<file path="src/rtl/w_stage_reg.sv">
// ---------------------------------------------------------------------------
// w_stage_reg -- writeback-stage pipeline register
//
// Captures the memory-stage results at the end of each cycle and presents
// them to the writeback stage. The register can hold its contents (stall),
// be replaced by a NOP bubble, or be frozen after an instruction with a
// non-AOK status reaches writeback. Once frozen, only reset releases it.
//
// Per clock edge, the highest-priority case wins:
//   reset > frozen hold > stall hold > bubble > load
//
// Optional feature macro: W_STAGE_RETIRE_CNT_EN
//   When defined, adds the W_retire_cnt output. It is a 32-bit count of
//   loaded instructions whose icode is not NOP. The count wraps to zero.
//
// Ports
//   clk           in   sole clock, rising-edge active
//   rst           in   synchronous active-high reset
//   W_stall       in   hold current contents
//   W_bubble      in   load a NOP bubble instead of upstream values
//   m_stat        in   [STAT_W-1:0]  memory-stage status
//   m_icode       in   [3:0]         memory-stage instruction code
//   m_valE        in   [DATA_W-1:0]  memory-stage ALU result
//   m_valM        in   [DATA_W-1:0]  memory-stage memory read value
//   m_dstE        in   [REG_W-1:0]   destination register for valE
//   m_dstM        in   [REG_W-1:0]   destination register for valM
//   W_stat .. W_dstM  out  registered copies of the m_* fields
//   W_frozen      out  high while the stage is frozen
//   W_retire_cnt  out  [31:0] retired-instruction count (macro only)
// ---------------------------------------------------------------------------
module w_stage_reg #(
    parameter int                DATA_W    = 64,
    parameter int                REG_W     = 4,
    parameter int                STAT_W    = 2,
    parameter logic [3:0]        NOP_ICODE = 4'h1,
    parameter logic [REG_W-1:0]  RNONE     = {REG_W{1'b1}},
    parameter logic [STAT_W-1:0] STAT_AOK  = '0
) (
    input  logic              clk,
    input  logic              rst,
    input  logic              W_stall,
    input  logic              W_bubble,
    input  logic [STAT_W-1:0] m_stat,
    input  logic [3:0]        m_icode,
    input  logic [DATA_W-1:0] m_valE,
    input  logic [DATA_W-1:0] m_valM,
    input  logic [REG_W-1:0]  m_dstE,
    input  logic [REG_W-1:0]  m_dstM,
    output logic [STAT_W-1:0] W_stat,
    output logic [3:0]        W_icode,
    output logic [DATA_W-1:0] W_valE,
    output logic [DATA_W-1:0] W_valM,
    output logic [REG_W-1:0]  W_dstE,
    output logic [REG_W-1:0]  W_dstM,
    output logic              W_frozen
`ifdef W_STAGE_RETIRE_CNT_EN
    ,
    output logic [31:0]       W_retire_cnt
`endif
);

    typedef enum logic {
        RUN    = 1'b0,
        FROZEN = 1'b1
    } state_t;

    state_t state;
    state_t state_next;

    logic load_en;
    logic bubble_en;

    // Decide what this edge does to the datapath. While frozen, and while
    // stalled, neither strobe fires, so the registers keep their contents.
    // A stall also masks the bubble request when both arrive together.
    always_comb begin
        load_en   = 1'b0;
        bubble_en = 1'b0;
        if (state == RUN && !W_stall) begin
            if (W_bubble) begin
                bubble_en = 1'b1;
            end else begin
                load_en = 1'b1;
            end
        end
    end

    // Next-state logic. The stage freezes on the same edge that loads a
    // non-AOK status, so the faulting status stays visible in W_stat. A
    // bubble carries AOK and a stall loads nothing, so neither can freeze
    // the stage. Leaving FROZEN is handled only by the reset in the state
    // register.
    always_comb begin
        state_next = state;
        if (load_en && (m_stat != STAT_AOK)) begin
            state_next = FROZEN;
        end
    end

    // State register. Reset takes priority over everything, including FROZEN.
    always_ff @(posedge clk) begin
        if (rst) begin
            state <= RUN;
        end else begin
            state <= state_next;
        end
    end

    // Datapath registers. Reset and bubble load the same NOP pattern. Reset
    // drops whatever upstream value is presented in that cycle. Any case
    // not listed here (frozen or stalled) keeps the current contents.
    always_ff @(posedge clk) begin
        if (rst) begin
            W_stat  <= STAT_AOK;
            W_icode <= NOP_ICODE;
            W_valE  <= '0;
            W_valM  <= '0;
            W_dstE  <= RNONE;
            W_dstM  <= RNONE;
        end else if (bubble_en) begin
            W_stat  <= STAT_AOK;
            W_icode <= NOP_ICODE;
            W_valE  <= '0;
            W_valM  <= '0;
            W_dstE  <= RNONE;
            W_dstM  <= RNONE;
        end else if (load_en) begin
            W_stat  <= m_stat;
            W_icode <= m_icode;
            W_valE  <= m_valE;
            W_valM  <= m_valM;
            W_dstE  <= m_dstE;
            W_dstM  <= m_dstM;
        end
    end

    // W_frozen is decoded straight from the state flop, so it stays a
    // registered output with no path from any input.
    assign W_frozen = (state == FROZEN);

`ifdef W_STAGE_RETIRE_CNT_EN
    // Retired-instruction counter. It advances only on a real load of a
    // non-NOP icode. Stalls, bubbles and the frozen state leave it
    // unchanged. It wraps naturally at 32 bits.
    always_ff @(posedge clk) begin
        if (rst) begin
            W_retire_cnt <= 32'd0;
        end else if (load_en && (m_icode != NOP_ICODE)) begin
            W_retire_cnt <= W_retire_cnt + 32'd1;
        end
    end
`endif

endmodule

</file>
<file path="config.mk">
export PLATFORM = sky130hd
export DESIGN_NAME = w_stage_reg
export DESIGN_NICKNAME = d
export VERILOG_FILES = /design/src/rtl/w_stage_reg.sv
export SDC_FILE = /design/constraint.sdc
export NUM_CORES = 1
export LEC_CHECK = 0
export CAP_MARGIN = 20
export CORE_ASPECT_RATIO = 1.2
export CORE_MARGIN = 4
export CORE_UTILIZATION = 43
export DETAILED_ROUTE_END_ITERATION = 8
export PLACE_DENSITY = 0.84
export SETUP_SLACK_MARGIN = 0.05
export SLEW_MARGIN = 25
export SYNTH_ARGS = -nofsm -noshare
export SYNTH_HDL_FRONTEND = slang
export SYNTH_SLANG_ARGS = --single-unit
export TNS_END_PERCENT = 30
</file>
<file path="constraint.sdc">
create_clock -name clk -period 3.6 [get_ports clk]
set_input_delay 0.72 -clock clk [delete_from_list [all_inputs] [get_ports clk]]
set_output_delay 0.72 -clock clk [all_outputs]
set_load 0.02 [all_outputs]
</file>
# Yosys cells after proc, flatten, opt, wreduce, memory -nomap -nowiden
# Cells that the tools add are included.
# classes
n_div	0
n_eq_ne	0
n_lt_le_gt_ge	0
n_mul	0
bitwise_logic	1
reduce_logical	5
mux	4
n_shift	0
addsub	0
# op_table
operator	n
2-to-1 mux 1 bit	4
logical AND 1 bit	2
nonzero test 2 bit	1
OR reduction 2 bit	1
zero test 1 bit	1
NOT 1 bit	1
# word_totals
out_inout_bits	143
register_bits	143
latchBits	0
mem_bits_ro	0
wordCells	17
in_bits	146
ram_bits	0
memories	0

# Logic depth before layout (Yosys ltp)
# Gate-level depths: netlist of run 1.
# logic_depth
word_depth	4
depth_mapped	6

# Worst setup path before layout of run 1
# No wires, ideal clock.
# synth_path
kind	input to register
start	input port rst
end	register W_valE[0]
stages	4
n_path_buf	3
arrival_ps	1435
path_slack_ps	2032
required_time_ps	3468
path_cell_list	buf_2 clkbuf_1 clkbuf_1 a21oi_1
# synth_between
elab_chain_cells	1
# synth_rtl
item	line_no	rtl
start: declaration	40	input logic rst,
OR reduction 2 bit (no source line)	--	
end signal: assignment	130	W_valE <= m_valE;
end: declaration	51	output logic [DATA_W-1:0] W_valE,
# Every way passes these cells.
# A chain may end at the register's enable or synchronous reset.

# Worst setup path after layout of run 1
# layout_path
start	register state (netlist: W_frozen)
end	output port W_frozen
# layout_lines
item	line_no	rtl
start: declaration	67	state_t state;
start signal: assignment	105	state <= state_next;
end: declaration	55	output logic W_frozen
# No word-level cell between the ends.

==> key figures, run 1 <==
Job
  – Maxcap violations: 0

Timing
  – Worst-Margin Slew: 0.659 ns
  – Fmax: 0.451 GHz
  – Setup tns final: 0 ns
  – Skew final: 0.00836 ns
  – Slew Viols, Final: 0
  – Worst slew margin: 0.561
  – Setup violators final: 0
  – RSZ-0062 raised after global routing: no
  – Minimum clock period after layout: approximately 2.2 ns
  – Tcrit/Tclk final: 0.616
  – Final hold viol count: 0

Critical path
  – FF-to-FF path depth: 4
  – Slowest cell on the critical path: clkdlybuf4s50_1
  – Critical Path AT: 1.50 ns
  – CP cell instances: clkdlybuf4s50_1
  – CP max stage delay: 0.65 ns
  – Crit start category: flip-flop
  – CP delay by family, top: buffers and inverters
  – CP Class: reg -> out
  – Critical path capture point type: output port
  – WP buf/inv: 1
  – CP Max Fanout: 4
  – Worst Path Required: about 2.9 ns
  – Logic depth of the worst setup path including buffers: 1

Global route
  – Global-route wire length before repair: 26.9 mm
  – Grt total ovfl: 0
  – Pin count of the biggest net entering global routing: between 100 and 150
  – Vias in the first global route: 5170
  – Initial antenna violation count: 1
  – GRT Util Overall: 0.225

Yosys
  – Synth Net Count: around 780
  – Yosys cell types: 16
  – Synth Cell Area: 5540 µm²
  – Post-synthesis mux area share: 0
  – Cells after synthesis: between 600 and 700
  – Adder-cell share of the synthesized area: 0
  – Yosys warns: 0
  – Compound-Gate Fraction of Synth Area: 0.134
  – Post-synthesis xor/xnor area fraction: 0
  – Main combinational cell family by area after synthesis: simple AND/OR/NAND/NOR gates
  – Post-Synth Simple-Gate Area: 0.289
  – #FFs+latches synth: around 140
  – Syn Area/Cell: 8.69 µm²
  – Register area share after synthesis: 0.517

Clock network
  – Root Buffer: clkbuf_16
  – Clock Tree Buf Depth: 2
  – Post-cts resize count: 0
  – Post-CTS setup buffers: 0
  – Clock sinks: 143
  – CTS Buf Count: 17
  – Cts hold-fix bufs: 0
  – CTS clk-pin slew, worst paths: 0.06 ns
  – CTS tree: yes
  – Clock Latency Late Sink: 0.41 ns
  – H-tree Lvls: 4

Detailed routing
  – Uppermost routed layer: met4
  – Met2 wire length: around 7.9 mm
  – Pre-Repair DR Iteration Count: 5
  – Post-route DRC: 0
  – Starting DRT DRC Count: 385
  – DR vias/cell: just over 5
  – Post-route ant nets: 0
  – Met3 WL post-DR: 1.81 mm
  – M1 WL: 6.98 mm
  – Total vias in the final route: 5372
  – Total wire length: 17.1 mm
  – Wire length per cell: 16.0 µm

Layout
  – Commonest non-fill, non-tap cell in the layout: clkdlybuf4s50_1
  – Fin nets: 1035
  – Most frequent cells in the layout: clkdlybuf4s50_1, dfxtp_1, a21oi_1
  – Area delta synth->final: 61.8%
  – # fillers: 980
  – Final Core Density: 0.710
  – Share of layout cells above drive strength 1: 0.0444

Die
  – Starting Density: 0.439
  – Row cnt: 45
  – Chip width: 112 µm
  – Total core area: 12600 µm²
  – Top-level I/O count: 289
  – Die area: 14800 µm²
  – Die Y: between 100 and 150 µm

Power and ir drop
  – Peak supply drop: roughly 0.25 mV
  – Leakage power: 3.08 nW
  – Pwr Density: 446 nW/µm²

Status
  – Outcome: finished, final reports clean

Placement
  – Hpwl dp: 11.4 mm
  – Global placement routability congestion: 0.786
  – Port bufs: ~290

Hold path
  – Hold path depth: 2
  – HP Class: reg -> reg
## cell usage after synthesis
cell,number,area [µm²]
nor2_4,1,11.3
dfxtp_1,143,2860
clkbuf_1,29,109
nand2_1,133,499
o21ai_0,1,5.00
nor3_1,9,45.0
inv_1,1,3.75
a21oi_1,134,671
buf_4,2,15.0
buf_2,16,80.1
buf_1,6,22.5
or2_1,1,6.26
nand3b_1,133,998
o21bai_1,9,67.6
nor2_1,10,37.5
buf_6,9,101
## registers in the layout, indices dropped and copies added (netlist names)
register / flops
W_dstE: 4
W_frozen: 1
W_stat: 2
W_valE: 64
W_valM: 64
W_dstM: 4
W_icode: 4
## per-stage QoR
step | instance area [µm²] | hold WS, ns | worst slack, ns | total power [W] | instances
final | 8950 | 0.447 | 1.38 | 0.00400 | 1066
after global routing | 8950 | 0.464 | 1.33 | 0.00415 | 1066
after CTS | 8950 | 0.450 | 1.37 | 0.00403 | 1065
after detailed placement | 8380 | 0.442 | 1.14 | 0.00233 | 1034
after global placement | 8380 | 0.437 | 1.19 | 0.00233 | 1034
after floorplan | 5540 | 0.528 | 2.03 | 0.00201 | 637
## power by group
part	internal, W	switching, W	leakage (nW)
logic	0.000323	0.000296	1.64
clock network	0.00102	0.000676	0.266
registers	0.00165	0.0000320	1.17
## layer usage
layer | GRT usage | vias up
met5 | 0 | -
met4 | 0.0953 | 0
met3 | 0.102 | 31
met2 | 0.357 | 233
met1 | 0.264 | 2444
li1 | - | 2664
## final cells by class
class                      count  area (µm²)  share of cell area
antenna                        1        2.50            0.000279
clock buffer                  19         433              0.0483
timing repair buffer         295        2970               0.331
sequential                   143        2860               0.320
clock inverter                12         139              0.0155
multi-input combinational    431        2340               0.262
tap                          164         205              0.0229
inverter                       1        3.75            0.000419
## worst register-to-register path, cell delays in order (launching register included)
cell and delay [ns]:
dfxtp_1 0.44, or2_4 0.36, buf_4 0.50, nand2_1 0.13, a21oi_1 0.16
## cells by family after synthesis
kind of cell / count (synthesis)
simple gates: 287
buf+inv: 63
compound gates: 144
flops: 143
## worst paths after layout
path / startpoint / to / slack [ns]
min reg2reg: W_valM[48] / W_valM[48] / 0.45
min: W_valM[48] / W_valM[48] / 0.45
max reg2reg: W_frozen / W_valM[35] / 1.94
max: W_frozen / W_frozen / 1.38
No activity file was read; power rests on OpenSTA's default activity.
==> inputs of run 2 (changes only) <==
--- a/config.mk
+++ b/config.mk
@@ -8,9 +8,9 @@
 export CAP_MARGIN = 20
 export CORE_ASPECT_RATIO = 1.2
 export CORE_MARGIN = 4
-export CORE_UTILIZATION = 43
+export CORE_UTILIZATION = 40
 export DETAILED_ROUTE_END_ITERATION = 8
-export PLACE_DENSITY = 0.84
+export PLACE_DENSITY = 0.79
 export SETUP_SLACK_MARGIN = 0.05
 export SLEW_MARGIN = 25
 export SYNTH_ARGS = -nofsm -noshare
==> constraint.sdc (replaced) <==
create_clock -name clk -period 2.2 [get_ports clk]
set_input_delay 0.44 -clock clk [delete_from_list [all_inputs] [get_ports clk]]
set_output_delay 0.44 -clock clk [all_outputs]
set_load 0.02 [all_outputs]
==> key figures, run 2 (synthesis gave the netlist of run 1 again) <==
Status
  – Outcome: finished, final reports clean

Layout
  – Share of layout cells above drive strength 1: 0.0529
  – Non-Filler Instances: 1077
  – Final instance area: 9190 µm²
  – Most frequent cells in the layout: clkdlybuf4s50_1, dfxtp_1, a21oi_1
  – Area delta synth->final: 65.9%
  – Commonest non-fill, non-tap cell in the layout: clkdlybuf4s50_1
  – Biggest regs: W_valE: 64 flops, W_valM: 64 flops
  – Final Core Density: 0.685
  – Fin nets: ~1.0k

Critical path
  – Worst R2R End: W_valM[39]
  – FF-to-FF path depth: 5
  – Reg2Reg Setup Slack: 0.90 ns
  – CP Class: reg -> out
  – CP delay by family, top: buffers and inverters
  – Critical Path AT: 1.49 ns
  – Slowest cell on the critical path: clkdlybuf4s50_1
  – CP Max Fanout: 4
  – WP buf/inv: 1
  – CP cell instances: clkdlybuf4s50_1
  – CP max stage delay: 0.66 ns
  – Critical path capture point type: output port
  – Worst flop-to-flop path startpoint: W_frozen
  – Crit start category: flip-flop
  – Worst Path Required: roughly 1.8 ns
  – Critical path launch point: W_frozen

Power and ir drop
  – Net Sw Power: between 0.0015 and 0.002 W
  – Pwr Density: between 700 and 800 nW/µm²
  – Leakage power: 3.18 nW
  – Clk pwr share: 0.457
  – Peak supply drop: between 0.5 and 0.6 mV
  – Switch share: 0.239
  – Share of power burned in registers: 0.392
  – Gate power share: 0.151
  – Internal Dissipation: 0.00534 W

Detailed routing
  – Post-route DRC: 0
  – DR vias/cell: 5.06
  – Total vias in the final route: around 5.4k
  – Starting DRT DRC Count: about 450
  – Post-route ant nets: 0
  – Total wire length: 18.3 mm
  – Wire length per cell: 17.0 µm
  – Pre-Repair DR Iteration Count: 4

Die
  – Chip width: 115 µm
  – Die area: between 15000 and 20000 µm²
  – Top-level I/O count: 289
  – Row cnt: 46
  – Starting Density: 0.413
  – Total core area: 13400 µm²
  – Die Y: 137 µm

Timing
  – Final hold viol count: 0
  – Tcrit/Tclk final: 0.877
  – Setup violators final: 0
  – Slew Viols, Final: 0
  – Setup tns final: 0 ns
  – Minimum clock period after layout: 1.93 ns
  – RSZ-0062 raised after global routing: no
  – Worst setup margin: 0.271 ns
  – Skew final: 0.00447 ns
  – Fmax: 0.518 GHz
  – Worst-Margin Slew: just under 0.5 ns
  – Worst slew margin: 0.679

Global route
  – GRT Util Overall: 0.223
  – Initial antenna violation count: 1
  – Global-route wire length before repair: around 28 mm
  – Vias in the first global route: approximately 5.2k
  – Grt total ovfl: 0
  – Pin count of the biggest net entering global routing: 70

Clock network
  – Root Buffer: clkbuf_16
  – Clock Tree Buf Depth: 2
  – Post-CTS setup buffers: 0
  – CTS clk-pin slew, worst paths: 0.06 ns
  – Post-cts resize count: 0
  – Clock sinks: 143
  – H-tree Lvls: 4
  – CTS Buf Count: 17
  – Cts hold-fix bufs: 0
  – Clock Latency Late Sink: 0.42 ns
  – CTS tree: yes

Job
  – Maxcap violations: 0

Hold path
  – Hold path depth: 2
  – HP Class: in -> reg
  – Sink of the worst hold path: W_valM[28]
  – Worst min-delay path startpoint: rst

Placement
  – Dpl ws: 0.335 ns
  – Hpwl dp: ~13 mm
  – Post-DP Area: 8520 µm²
  – Placed instance count: 1044
  – Port bufs: 288
  – Global placement routability congestion: about 0.8
## run 2: layout make-up
type	count	area [µm²]
fillers	1078	4230
repair buffers	301	3100
flip-flops and latches	143	2860
multi-input cells	431	2340
clock buffers	20	457
well taps	168	210
clock inverters	12	208
inverters	1	3.75
diodes	1	2.50
## run 2: per-stage QoR
step	power (W)	hold slack, ns
6_report	0.00701	0.386
5_1_grt	0.00727	0.389
4_1_cts	0.00708	0.364
3_5_place_dp	0.00387	0.442
3_3_place_gp	0.00386	0.437
2_1_floorplan	0.00328	0.528
## run 2: power groups by stage
| stage | Clock (W) | Combinational, W | Sequential (W) |
|---|---|---|---|
| 3_3_place_gp | 0 | 0.00106 | 0.00280 |
| 6_report | 0.00320 | 0.00106 | 0.00275 |
| 5_1_grt | 0.00337 | 0.00113 | 0.00276 |
| 2_1_floorplan | 0 | 0.000348 | 0.00294 |
| 4_1_cts | 0.00326 | 0.00107 | 0.00275 |
| 3_5_place_dp | 0 | 0.00106 | 0.00281 |
## run 2: worst register-to-register path: stages (launching register included)
cell	delay, ns
dfxtp_1	0.35
nor2_4	0.19
buf_12	0.26
buf_12	0.18
nand3b_1	0.09
a21oi_1	0.16
## run 2: per-layer routing
| metal | part of all wire | routed length (µm) | track usage |
|---|---|---|---|
| met2 | 0.48 | 8780 | 0.366 |
| met4 | 0.028 | 504 | 0.0978 |
| met1 | 0.38 | 7030 | 0.255 |
| met3 | 0.11 | 1980 | 0.0911 |
| met5 | 0 | 0 | 0 |
## run 2: worst max path at each step
stage,end,slack (ns),cells past startpoint
final,W_frozen,0.27,1
after global routing,W_frozen,0.21,1
after CTS,W_frozen,0.24,1
after floorplan,W_valE[0],0.91,4
after global placement,W_valE[48],0.37,6
after detailed placement,W_valM[39],0.33,6
==> inputs of run 3 (changes only) <==
--- a/config.mk
+++ b/config.mk
@@ -5,10 +5,11 @@
 export SDC_FILE = /design/constraint.sdc
 export NUM_CORES = 1
 export LEC_CHECK = 0
+export ABC_AREA = 1
 export CAP_MARGIN = 20
 export CORE_ASPECT_RATIO = 1.2
 export CORE_MARGIN = 4
-export CORE_UTILIZATION = 40
+export CORE_UTILIZATION = 39
 export DETAILED_ROUTE_END_ITERATION = 8
 export PLACE_DENSITY = 0.79
 export SETUP_SLACK_MARGIN = 0.05
@@ -16,4 +17,3 @@
 export SYNTH_ARGS = -nofsm -noshare
 export SYNTH_HDL_FRONTEND = slang
 export SYNTH_SLANG_ARGS = --single-unit
-export TNS_END_PERCENT = 30
==> constraint.sdc (replaced) <==
create_clock -name clk -period 2.2 [get_ports clk]
set_input_delay 0.44 -clock clk [delete_from_list [all_inputs] [get_ports clk]]
set_output_delay 0.44 -clock clk [all_outputs]
set_load 0.05 [all_outputs]
==> key figures, run 3 <==
Yosys
  – Yosys top cell by area: dfxtp_1
  – #FFs+latches synth: around 140
  – Yosys cell types: 14
  – Synth Net Count: 788
  – Synth Cell Area: 5230 µm²
  – Register area share after synthesis: 0.547
  – Cells after synthesis: 642
  – Asr flop ratio synth: 0
  – Post-synth EDFFs: 0
  – Yosys warns: 0
  – Main flop type after synthesis: dfxtp_1
  – Largest cells by area after synthesis: dfxtp_1, nand3_1, a21oi_1
  – Commonest cells post-synth: nand3_1, nand2_1, dfxtp_1, a21oi_1, buf_2
  – Most common cell in the netlist: nand3_1
  – Syn Area/Cell: 8.15 µm²
  – Fraction of synthesized cell area taken by the top area cell type: 0.547

Die
  – Chip width: around 110 µm
  – Total core area: 13200 µm²
  – Die area: 15300 µm²
  – Top-level I/O count: 289
  – Starting Density: 0.397
  – Die Y: 135 µm
  – Row cnt: 46

Clock network
  – Post-cts resize count: 0
  – Root Buffer: clkbuf_16
  – CTS clk-pin slew, worst paths: 0.06 ns
  – H-tree Lvls: 4
  – CTS tree: yes
  – Clock Tree Buf Depth: 2
  – Post-CTS setup buffers: 0
  – Clock Latency Late Sink: 0.40 ns
  – Cts hold-fix bufs: 0
  – Clock sinks: 143
  – CTS Buf Count: 17

Placement
  – Hpwl dp: around 12 mm
  – Global placement routability congestion: 0.787
  – Port bufs: 288

Critical path
  – CP cell instances: clkdlybuf4s50_1
  – CP Max Fanout: 2
  – Critical Path AT: 1.61 ns
  – Slowest cell on the critical path: clkdlybuf4s50_1
  – Worst R2R End: W_valM[9]
  – WP buf/inv: 1
  – Crit start category: flip-flop
  – CP delay by family, top: buffers and inverters
  – Reg2Reg Setup Slack: 0.70 ns
  – Worst Path Required: about 1.8 ns
  – CP Class: reg -> out
  – FF-to-FF path depth: 6
  – Worst flop-to-flop path startpoint: W_frozen
  – CP max stage delay: 0.84 ns
  – Critical path capture point type: output port

Power and ir drop
  – Gate power share: 0.187
  – Net Sw Power: 0.00190 W
  – Switch share: 0.271
  – Pwr Density: 793 nW/µm²
  – Share of power burned in registers: 0.394
  – Clk pwr share: 0.419
  – Leakage power: 3.12 nW
  – Peak supply drop: just under 0.5 mV
  – Power, Total: 0.00700 W
  – Internal Dissipation: 0.00511 W

Timing
  – Skew final: 0.00699 ns
  – Tcrit/Tclk final: 0.932
  – Final hold viol count: 0
  – RSZ-0062 raised after global routing: no
  – Setup violators final: 0
  – Worst slew margin: 0.621
  – Worst-Margin Slew: 0.566 ns
  – Fmax: just under 0.5 GHz
  – Setup tns final: 0 ns
  – Minimum clock period after layout: 2.05 ns
  – Slew Viols, Final: 0

Layout
  – Final Core Density: 0.670
  – # fillers: 1078
  – Biggest regs: W_valE: 64 flops, W_valM: 64 flops
  – Fin nets: 1052
  – Commonest non-fill, non-tap cell in the layout: clkdlybuf4s50_1
  – Area delta synth->final: 68.7%
  – Most frequent cells in the layout: clkdlybuf4s50_1, nand3_1, nand2_1
  – ANT cells: 0
  – Share of layout cells above drive strength 1: 0.0567

Job
  – Maxcap violations: 0

Hold path
  – HP Class: reg -> reg
  – Hold path depth: 2
  – Worst min-delay path startpoint: W_valM[44]
  – Sink of the worst hold path: W_valM[44]

Detailed routing
  – Pre-Repair DR Iteration Count: 5
  – Starting DRT DRC Count: just under 400
  – DR vias/cell: 5.03
  – Wire length per cell: 16.1 µm
  – Total vias in the final route: 5455
  – Post-route DRC: 0
  – Total wire length: ~18 mm
  – Post-route ant nets: 0

Global route
  – Vias in the first global route: 5332
  – Initial antenna violation count: 0
  – Grt total ovfl: 0
  – GRT Util Overall: 0.218
  – Pin count of the biggest net entering global routing: 77
  – Global-route wire length before repair: 26.7 mm

Status
  – Outcome: finished, final reports clean
-- run 3: stage by stage --
step	area [µm²]	hold slack, ns	setup WS (ns)	instances
after global routing	8830	0.474	0.0946	1085
after detailed placement	8220	0.451	0.249	1055
after CTS	8830	0.460	0.117	1085
final	8830	0.459	0.149	1085
after floorplan	5230	0.509	0.730	642
after global placement	8220	0.446	0.274	1055
-- run 3: cell type report --
class                           instances  area [µm²]  share of cell area
Clock buffer                           21         470              0.0533
Clock inverter                          9         135              0.0153
Inverter                                7        28.8             0.00326
Multi-Input combinational cell        433        2010               0.227
Sequential cell                       143        2860               0.324
Tap cell                              168         210              0.0238
Timing Repair Buffer                  304        3110               0.353
-- run 3: power groups by stage --
| stage | clock network (W) | logic (W) | registers (W) |
|---|---|---|---|
| final | 0.00293 | 0.00131 | 0.00276 |
| after global routing | 0.00310 | 0.00139 | 0.00277 |
| after CTS | 0.00300 | 0.00132 | 0.00276 |
| after detailed placement | 0 | 0.00132 | 0.00281 |
| after global placement | 0 | 0.00131 | 0.00281 |
| after floorplan | 0 | 0.000354 | 0.00319 |
-- run 3: metal layers --
metal,track usage,routed length [µm],share of wire
met5,0,0,0
met4,0.0862,420,0.024
met2,0.358,8300,0.47
met3,0.100,1950,0.11
met1,0.245,6850,0.39
-- run 3: cells by family (layout without fill, tap and decap cells) --
group / after synthesis / in the layout / synth area share
buf+inv: 66 / 341 / 0.0715
compound gates: 134 / 134 / 0.128
simple gates: 299 / 299 / 0.253
flops: 143 / 143 / 0.547
-- run 3: worst max path at each step --
stage               cells past startpoint          to  slack (ns)        from
global placement                        6   W_stat[0]        0.27     W_stall
floorplan                               7  W_valM[51]        0.73    W_frozen
global route                            1  W_valM[49]        0.09  W_valM[49]
detailed placement                      6   W_valM[9]        0.25     W_stall
CTS                                     1  W_valM[49]        0.12  W_valM[49]
finish                                  1  W_valM[49]        0.15  W_valM[49]
